$ cat config.mk
export PLATFORM = sky130hd
export DESIGN_NAME = pingpong_rd_sched
export DESIGN_NICKNAME = d
export VERILOG_FILES = /design/src/rtl/pingpong_rd_sched.sv
export SDC_FILE = /design/constraint.sdc
export NUM_CORES = 1
export LEC_CHECK = 0
export CAP_MARGIN = 20
export CORE_MARGIN = 2
export CORE_UTILIZATION = 44
export CTS_BUF_LIST = sky130_fd_sc_hd__clkbuf_16
export CTS_CLUSTER_DIAMETER = 50
export CTS_CLUSTER_SIZE = 14
export DETAILED_ROUTE_END_ITERATION = 8
export PLACE_DENSITY = 0.75
export REMOVE_ABC_BUFFERS = 1
export SYNTH_ARGS = -nofsm -noshare
export SYNTH_HDL_FRONTEND = slang
export SYNTH_SLANG_ARGS = --single-unit
$ cat constraint.sdc
create_clock -name clk -period 1.8 [get_ports clk]
set_input_delay 0.45 -clock clk [delete_from_list [all_inputs] [get_ports clk]]
set_output_delay 0.45 -clock clk [all_outputs]
set_load 0.005 [all_outputs]
$ cat src/rtl/pingpong_rd_sched.sv
// Ping/pong bank read scheduler: drains full banks in strict alternation, one burst each.
// Optional stall watchdog enabled by defining PPRS_TIMEOUT_EN.
`timescale 1ns/1ps
module pingpong_rd_sched #(
    parameter int BURST_LEN   = 80,
    parameter int CNT_W       = 7,
    parameter int TIMEOUT_CYC = 255
) (
    input  logic             clk,
    input  logic             rst,
    input  logic [1:0]       bank_full,
    input  logic             sink_ready,
    output logic [1:0]       rd_en,
    output logic [1:0]       bank_release,
    output logic             busy,
    output logic             cur_bank,
    output logic [CNT_W-1:0] beat_cnt,
    output logic             timeout_err
);

    typedef enum logic [1:0] {IDLE, PING, PONG, RELEASE} state_t;

    localparam logic [CNT_W-1:0] LAST_BEAT = CNT_W'(BURST_LEN - 1);
    localparam logic [7:0]       STALL_LAST = 8'(TIMEOUT_CYC - 1);

    state_t           state_q, state_d;
    logic             next_bank_q, next_bank_d;
    logic             cur_bank_q, cur_bank_d;
    logic [CNT_W-1:0] beat_cnt_q, beat_cnt_d;
    logic             in_burst, beat, last_beat, stall_abort;

    assign in_burst  = (state_q == PING) || (state_q == PONG);
    assign beat      = in_burst && sink_ready;
    assign last_beat = (beat_cnt_q == LAST_BEAT);

`ifdef PPRS_TIMEOUT_EN
    logic [7:0] stall_cnt_q, stall_cnt_d;
    logic       timeout_err_q, timeout_err_d;

    // Counter only runs across consecutive stalled burst cycles; any beat or leaving the burst clears it.
    always_comb begin
        stall_cnt_d   = 8'd0;
        stall_abort   = 1'b0;
        if (in_burst && !sink_ready) begin
            if (stall_cnt_q == STALL_LAST) begin
                stall_abort = 1'b1;
            end else begin
                stall_cnt_d = stall_cnt_q + 8'd1;
            end
        end
        timeout_err_d = timeout_err_q | stall_abort;
    end

    always_ff @(posedge clk or posedge rst) begin
        if (rst) begin
            stall_cnt_q   <= 8'd0;
            timeout_err_q <= 1'b0;
        end else begin
            stall_cnt_q   <= stall_cnt_d;
            timeout_err_q <= timeout_err_d;
        end
    end

    assign timeout_err = timeout_err_q;
`else
    logic unused_stall_cfg;
    assign unused_stall_cfg = ^STALL_LAST;
    assign stall_abort      = 1'b0;
    assign timeout_err      = 1'b0;
`endif

    always_comb begin
        state_d     = state_q;
        next_bank_d = next_bank_q;
        cur_bank_d  = cur_bank_q;
        beat_cnt_d  = beat_cnt_q;
        case (state_q)
            IDLE: begin
                // Only the bank whose turn it is may start a burst.
                if (bank_full[next_bank_q]) begin
                    state_d    = next_bank_q ? PONG : PING;
                    cur_bank_d = next_bank_q;
                end
            end
            PING, PONG: begin
                if (beat) begin
                    if (last_beat) begin
                        state_d    = RELEASE;
                        beat_cnt_d = '0;
                    end else begin
                        beat_cnt_d = beat_cnt_q + 1'b1;
                    end
                end else if (stall_abort) begin
                    state_d    = RELEASE;
                    beat_cnt_d = '0;
                end
            end
            RELEASE: begin
                state_d     = IDLE;
                next_bank_d = ~next_bank_q;
            end
            default: state_d = IDLE;
        endcase
    end

    always_ff @(posedge clk or posedge rst) begin
        if (rst) begin
            state_q     <= IDLE;
            next_bank_q <= 1'b0;
            cur_bank_q  <= 1'b0;
            beat_cnt_q  <= '0;
        end else begin
            state_q     <= state_d;
            next_bank_q <= next_bank_d;
            cur_bank_q  <= cur_bank_d;
            beat_cnt_q  <= beat_cnt_d;
        end
    end

    assign rd_en        = beat ? (cur_bank_q ? 2'b10 : 2'b01) : 2'b00;
    assign bank_release = (state_q == RELEASE) ? (cur_bank_q ? 2'b10 : 2'b01) : 2'b00;
    assign busy         = (state_q != IDLE);
    assign cur_bank     = cur_bank_q;
    assign beat_cnt     = beat_cnt_q;

endmodule

# Word level (Yosys, flattened, before mapping)
# Index checks and enable logic that the tools add are counted.
[op_classes]
muxes = 11
bitwise = 1
addsub = 1
n_eq_ne = 7
n_reduce_logical = 8
n_lt_le_gt_ge = 1
[ops]
columns = ["cell", "n"]
rows = [
  ["$mux 2", 7],
  ["$add 7x1->7 const B", 1],
  ["$eq 7x7->1 const B", 1],
  ["$mux 7", 1],
  ["$ne 2x2->1 const B", 3],
  ["$pmux 2 s3", 1],
  ["$eq 2x2->1 const B", 2],
  ["$reduce_and 2->1", 2],
  ["$reduce_and 3->1", 1],
  ["$eq 2x1->1 const B", 1],
  ["$logic_not 2->1", 1],
  ["$lt 1x2->1 const B", 1],
  ["$mux 1", 2],
  ["$reduce_bool 2->1", 1],
  ["$reduce_or 2->1", 1],
  ["$logic_and 1x1->1", 1],
  ["$logic_or 1x1->1", 1],
  ["$not 1->1", 1],
]
[totals]
reg_bits = 11
in_bits = 5
output_inout_bits = 14
word_cells = 33

# Longest topological paths before layout
# Gate-level depths: netlist of run 1.
[logic_depth]
ltp_word = 5
depth_mapped = 6

# Worst setup path before layout of run 1
# No wires, ideal clock.
[synth_timing]
path_kind = "reg2reg"
startpoint = "register state_q[0]"
endpoint = "register beat_cnt_q[6] (netlist: beat_cnt[6])"
t_required_ps = 1662
arrival_ps = 1403
setup_slack_ps = 259
n_path_buf = 0
path_stages_with_launch = 7
path_cell_list = "dfrtp_1 -> inv_1 -> ha_1 -> nand2_1 -> or2_2 -> o21ai_0 -> o221ai_1"
[synth_via]
elab_chain_len = 4
elab_cells_between_ends = 6
cone_classes = "eq/ne: 2; reduce/logical: 4"
[synth_lines]
columns = ["element", "line_no", "text"]
rows = [
  ["start, declared", "26", "state_t state_q, state_d;"],
  ["start signal, assigned", "113", "state_q <= state_d;"],
  ["$eq 2x1->1 / $eq 2x2->1 (equally long branches)", "32, 77", ""],
  ["$logic_or 1x1->1", "32", "assign in_burst = (state_q == PING) || (state_q == PONG);"],
  ["$logic_and 1x1->1", "33", "assign beat = in_burst && sink_ready;"],
  ["$reduce_and 2->1 (no line) (*)", "-", ""],
  ["end signal, assigned", "116", "beat_cnt_q <= beat_cnt_d;"],
  ["end, declared", "29", "logic [CNT_W-1:0] beat_cnt_q, beat_cnt_d;"],
]
# Every way passes the cells marked *; elsewhere a longest branch is shown, timed or not.
# A chain may end at the register's enable or synchronous reset.

# Final worst setup path of run 1
[layout_timing]
startpoint = "register state_q[1]"
endpoint = "output port bank_release[1]"
[layout_via]
elab_chain_len = 2
[layout_lines]
columns = ["element", "line_no", "text"]
rows = [
  ["$eq 2x2->1", "121", "assign bank_release = (state_q == RELEASE) ? (cur_bank_q ? 2'b10 : 2'b01) : 2'b00;"],
  ["$mux 2", "121", ""],
  ["end, declared", "14", "output logic [1:0] bank_release,"],
]
# No other way between the ends.

==> run metrics, run 1 <==
status completed; 1st-iter DRT viols 5; vias around 550; Post-CTS Repair Setup Buffers 0; CP required 1350 ps; FF-to-FF setup slack about 90 ps; register area share after synthesis 0.428; Synth Flop Type dfrtp_1; vias in the first global route 543; die area roughly 1800 um^2; syn_area_per_cell 9.74 um^2; TritonCTS buffer count 3; endpoints failing setup 0; Clock transition at path regs roughly 40 ps; mapped cell area 643 um^2; pwr dens 1850 nW/um^2; dominant cell type by area after synthesis dfrtp_1; Multi-input gate area about 360 um^2; final slew viol count 0; largest net degree at the start of global routing 12; Routed Antenna Nets 0; worst setup margin 78.9 ps; Achievable Freq 581 MHz; pre-CTS WS -260 ps; chip width approximately 42 um; first-pass GRT wire length 2420 um; Reg-to-Reg Start state_q[1]; Synth Instances 66; final-report hold violation count 0; Distinct cells, synth 29; Syn. warnings 0; Clk Latency, worst-skew pair roughly 240 ps; Final period util 0.956; fin nets a little over 100; CTS Buffer Depth 2; Clock Skew around 1.4 ps; most frequent cell after synthesis dfrtp_1; # fillers 97; crit path DAT 1270 ps; Peak VDD IR 1.03 mV; clk sinks 11; Die Height 42.2 um; Top Ports 19; WS Path Type flip-flop to primary output; CP endpoint kind primary output; Core ar. 1330 um^2; TritonRoute pass-1 iters 2; layout cells sized above 1 0.237; htree depth 1; Layout Area Growth over Synthesis 52.7%; hold slack roughly 520 ps; Port Buf Inserts 17; initial antenna violation count 0; Post-synth EDFFs 0; Hold Crit Class primary input to asynchronous set/reset pin; gr usage total 0.182; R2R cell count 7; worst-path fanout max 3; Routed WL 1360 um; top post-synthesis cells by area dfrtp_1, ha_1, mux2_4; Overflow after GRT 0; DRC 0; Max Cap Viol 0; Post-synth ARST share 1.00; post-CTS sizing 11; Seq cells post-synth 11; initial core utilization 0.482; CTS tree done; commonest cells in the netlist dfrtp_1, nand2_1, inv_1; end of the critical path bank_release[1]; gpl congestion 0.783; post-DP HPWL roughly 900 um; Hold Buf Count CTS 0; Site Rows 13; antenna cells 0; Root Buffer clkbuf_16; Synth top area share 0.428; Worst R2R End beat_cnt[6]; startpoint types flip-flop; Setup crit start state_q[1]; RSZ-0062 raised after global routing no; Sequential Area between 200 and 300 um^2; WL per Instance 12.6 um; total chip power 0.00182 W; Pleak between 0.4 and 0.5 nW; vias per inst 5.05; crit path time final 1720 ps
-- registers in the layout (all words and copies together), names as in the netlist --
register     count
next_bank_q      1
cur_bank         1
state_q          2
beat_cnt         7
-- stage by stage --
stage	cell area, um^2	instances	util	TNS (ps)
global route	982	108	0.736	0
floorplan	631	64	-	0
detailed placement	880	104	0.659	-700
global placement	880	104	0.659	-552
CTS	978	108	0.734	0
finish	982	108	0.736	0
-- worst min-delay path by stage --
| stage | slack (ps) | cells past startpoint | to |
|---|---|---|---|
| finish | 520 | 2 | state_q[0] |
| global route | 570 | 1 | beat_cnt[2] |
| CTS | 530 | 1 | beat_cnt[2] |
| detailed placement | 520 | 1 | beat_cnt[2] |
| global placement | 510 | 1 | beat_cnt[2] |
| floorplan | 300 | 1 | beat_cnt[0] |
-- worst max-delay path: stages (launching register included) --
cell	delay (ps)
dfrtp_1	400
buf_6	140
ha_4	150
and2_1	140
clkdlybuf4s15_1	200
-- cell type report --
cell class / count / share of cell area
clock buffer: 3 / 0.0764
clock inverter: 1 / 0.00382
inverter: 5 / 0.0191
multi-input combinational: 48 / 0.368
sequential: 11 / 0.280
tap: 15 / 0.0191
timing repair buffer: 25 / 0.233
-- logic make-up (layout without fill, tap and decap cells) --
kind of cell / count (synthesis) / in the layout / share of synthesized area
simple gates: 26 / 26 / 0.216
other cells: 1 / 1 / 0.00583
buf+inv: 7 / 34 / 0.0486
compound gates: 9 / 9 / 0.0895
flops: 11 / 11 / 0.428
xor+xnor: 4 / 4 / 0.0545
fa+ha+maj: 4 / 4 / 0.0778
mux: 4 / 4 / 0.0798
-- layer usage --
metal  share of wire  up-vias  global-route usage
li1                -      275                   -
met1            0.46      259               0.230
met2            0.50        9               0.286
met3           0.030        2              0.0431
met5               0        -                   0
met4           0.010        0              0.0938
-- where the power goes --
part	total [W]	internal, W	switching [W]	leakage, nW
clock network	0.000403	0.000292	0.000111	0.0423
registers	0.000476	0.000357	0.000119	0.135
logic	0.000940	0.000586	0.000354	0.305
total	0.00182	0.00124	0.000584	0.482
-- placed cells by master (no fill, tap or decap), types with 2 or more instances in the layout --
cell type	Yosys	final
a21o_1	2	2
a21oi_1	3	3
and2_1	2	2
buf_4	1	6
buf_6	0	2
clkbuf_16	0	3
clkbuf_2	0	2
clkdlybuf4s15_1	0	2
clkdlybuf4s50_1	0	11
dfrtp_1	11	11
ha_1	4	2
ha_4	0	2
inv_1	5	4
inv_2	0	2
mux2_4	2	2
nand2_1	8	8
nor2_1	4	4
nor2b_1	2	2
nor3_1	2	2
o21ai_0	2	2
xor2_1	3	3
Power figures use the tool's default switching activity.
==> run 2, diff against run 1 <==
--- a/config.mk
+++ b/config.mk
@@ -12,7 +12,7 @@
 export CTS_CLUSTER_DIAMETER = 50
 export CTS_CLUSTER_SIZE = 14
 export DETAILED_ROUTE_END_ITERATION = 8
-export PLACE_DENSITY = 0.75
+export PLACE_DENSITY_LB_ADDON = 0.08
 export REMOVE_ABC_BUFFERS = 1
 export SYNTH_ARGS = -nofsm -noshare
 export SYNTH_HDL_FRONTEND = slang
==> run 2 against run 1 <==
Net effect: worst setup slack worse by 73 ps; global-route usage up 1.2 points; final area up 2.8%; first-iteration DRC count rose by 60%; critical path type unchanged.
==> run metrics, run 2 (same netlist as run 1, synthesis figures left out) <==
pwr dens between 1500 and 2000 nW/um^2; critical path's largest stage delay between 300 and 400 ps; Layout Area Growth over Synthesis 57.0%; initial antenna violation count 0; Max Cap Viol 0; Clock Skew between 1 and 1.5 ps; Port Buf Inserts 17; startpoint types flip-flop; CP endpoint kind primary output; largest net degree at the start of global routing 12; Hold Buf Count CTS 0; Finished Layout Cells 111; Core ar. 1330 um^2; clk sinks 11; max reg flops 7; 1st-iter DRT viols 8; Clock transition at path regs 40 ps; clock share of power 0.205; post-DP HPWL 945 um; vias per inst 5.03; total chip power 0.00194 W; Area after DPL slightly below 900 um^2; vias 558; fin nets 106; dpl cells 104; sw power between 0.0006 and 0.0007 W; vias in the first global route 586; Gate power share 0.546; worst-path fanout max 3; crit path DAT 1340 ps; crit path time final approximately 1800 ps; sequential fraction of design power 0.249; RSZ-0062 raised after global routing yes; initial core utilization 0.482; CP required 1350 ps; Die Height 42.2 um; CTS Buffer Depth 2; Root Buffer clkbuf_16; htree depth 1; Routed WL 1520 um; final-report hold violation count 0; Sw Ratio 0.333; Pleak 0.497 nW; die area 1780 um^2; layout cells sized above 1 0.271; endpoints failing setup 0; gpl congestion 0.698; Top Ports 19; Overflow after GRT 0; Peak VDD IR 0.917 mV; WL per Instance 13.7 um; first-pass GRT wire length 2620 um; final slew viol count 0; post-route cell area roughly 1000 um^2; Hold Crit Class primary input to asynchronous set/reset pin; Clk Latency, worst-skew pair 230 ps; Slowest-stage cell, CP dfrtp_1; Final period util 0.997; antenna cells 0; TritonCTS buffer count 3; critical path cell sequence buf_4, inv_4, ha_4, and3_1, buf_2; Routed Antenna Nets 0; WS Path Type flip-flop to primary output; DRC 0; commonest cells after routing, fill and taps aside clkdlybuf4s50_1, dfrtp_1, buf_4, nand2_1; gr usage total 0.194; hold slack roughly 530 ps; Pint 0.00130 W; chip width 42.2 um; Site Rows 13; most common cell after layout, fill and taps aside clkdlybuf4s50_1; CTS tree done; Achievable Freq 557 MHz; TritonRoute pass-1 iters 4; status completed
run 2: power groups by stage:
stage / Clock (W) / Combinational [W] / Sequential [W]
global placement: 0 / 0.000888 / 0.000469
CTS: 0.000401 / 0.00100 / 0.000472
finish: 0.000398 / 0.00106 / 0.000485
detailed placement: 0 / 0.000915 / 0.000471
floorplan: 0 / 0.000475 / 0.000466
global route: 0.000417 / 0.00117 / 0.000498
run 2: layer usage:
metal / vias up / wire, um / track usage / part of all wire
met5: - / 0 / 0 / 0
met2: 19 / 736 / 0.326 / 0.49
met4: 0 / 0 / 0.0563 / 0
li1: 281 / - / - / -
met3: 0 / 68 / 0.0388 / 0.045
met1: 258 / 712 / 0.250 / 0.47
run 2: cell type report:
| cell class | instances | area [um^2] |
|---|---|---|
| clock buffers | 3 | 75.1 |
| clock inverters | 1 | 3.75 |
| fillers | 97 | 324 |
| inverters | 5 | 23.8 |
| multi-input cells | 48 | 367 |
| flip-flops and latches | 11 | 275 |
| well taps | 15 | 18.8 |
| repair buffers | 28 | 246 |
run 2: repair_timing:
action                                  in CTS  in global routing
endpoints found under the setup margin       5                  4
endpoints found under the hold margin        0                  0
resized for setup                           18                  5
setup buffers                                2                  1
cloned                                       0                  0
run 2: final timing paths:
| check | startpoint | depth (start not counted) | end | slack, ps |
|---|---|---|---|---|
| min in group clk | beat_cnt[2] | 1 | beat_cnt[2] | 540 |
| worst max-delay path | state_q[0] | 5 | rd_en[1] | 6 |
| worst min-delay path | rst | 2 | state_q[1] | 530 |
| worst min register to register | beat_cnt[2] | 1 | beat_cnt[2] | 540 |
| worst max register to register | state_q[1] | 8 | beat_cnt[3] | 130 |
| max in group asynchronous | rst | 2 | beat_cnt[5] | 960 |
run 2: stage by stage:
| stage | setup WS [ps] | setup TNS (ps) | utilization |
|---|---|---|---|
| final | 6.10 | 0 | 0.757 |
| after global routing | -32.4 | -39.8 | 0.757 |
| after CTS | 20.8 | 0 | 0.742 |
| after detailed placement | -252 | -685 | 0.659 |
| after global placement | -234 | -566 | 0.659 |
| after floorplan | 258 | 0 | - |
run 2: critical path: cells and delay by family, from the launching register on:
kind,cells,cell delay [ps]
adder cells (fa/ha/maj),1,210
buffers and inverters,3,330
flip-flops,1,390
AND/OR/NAND/NOR,1,170
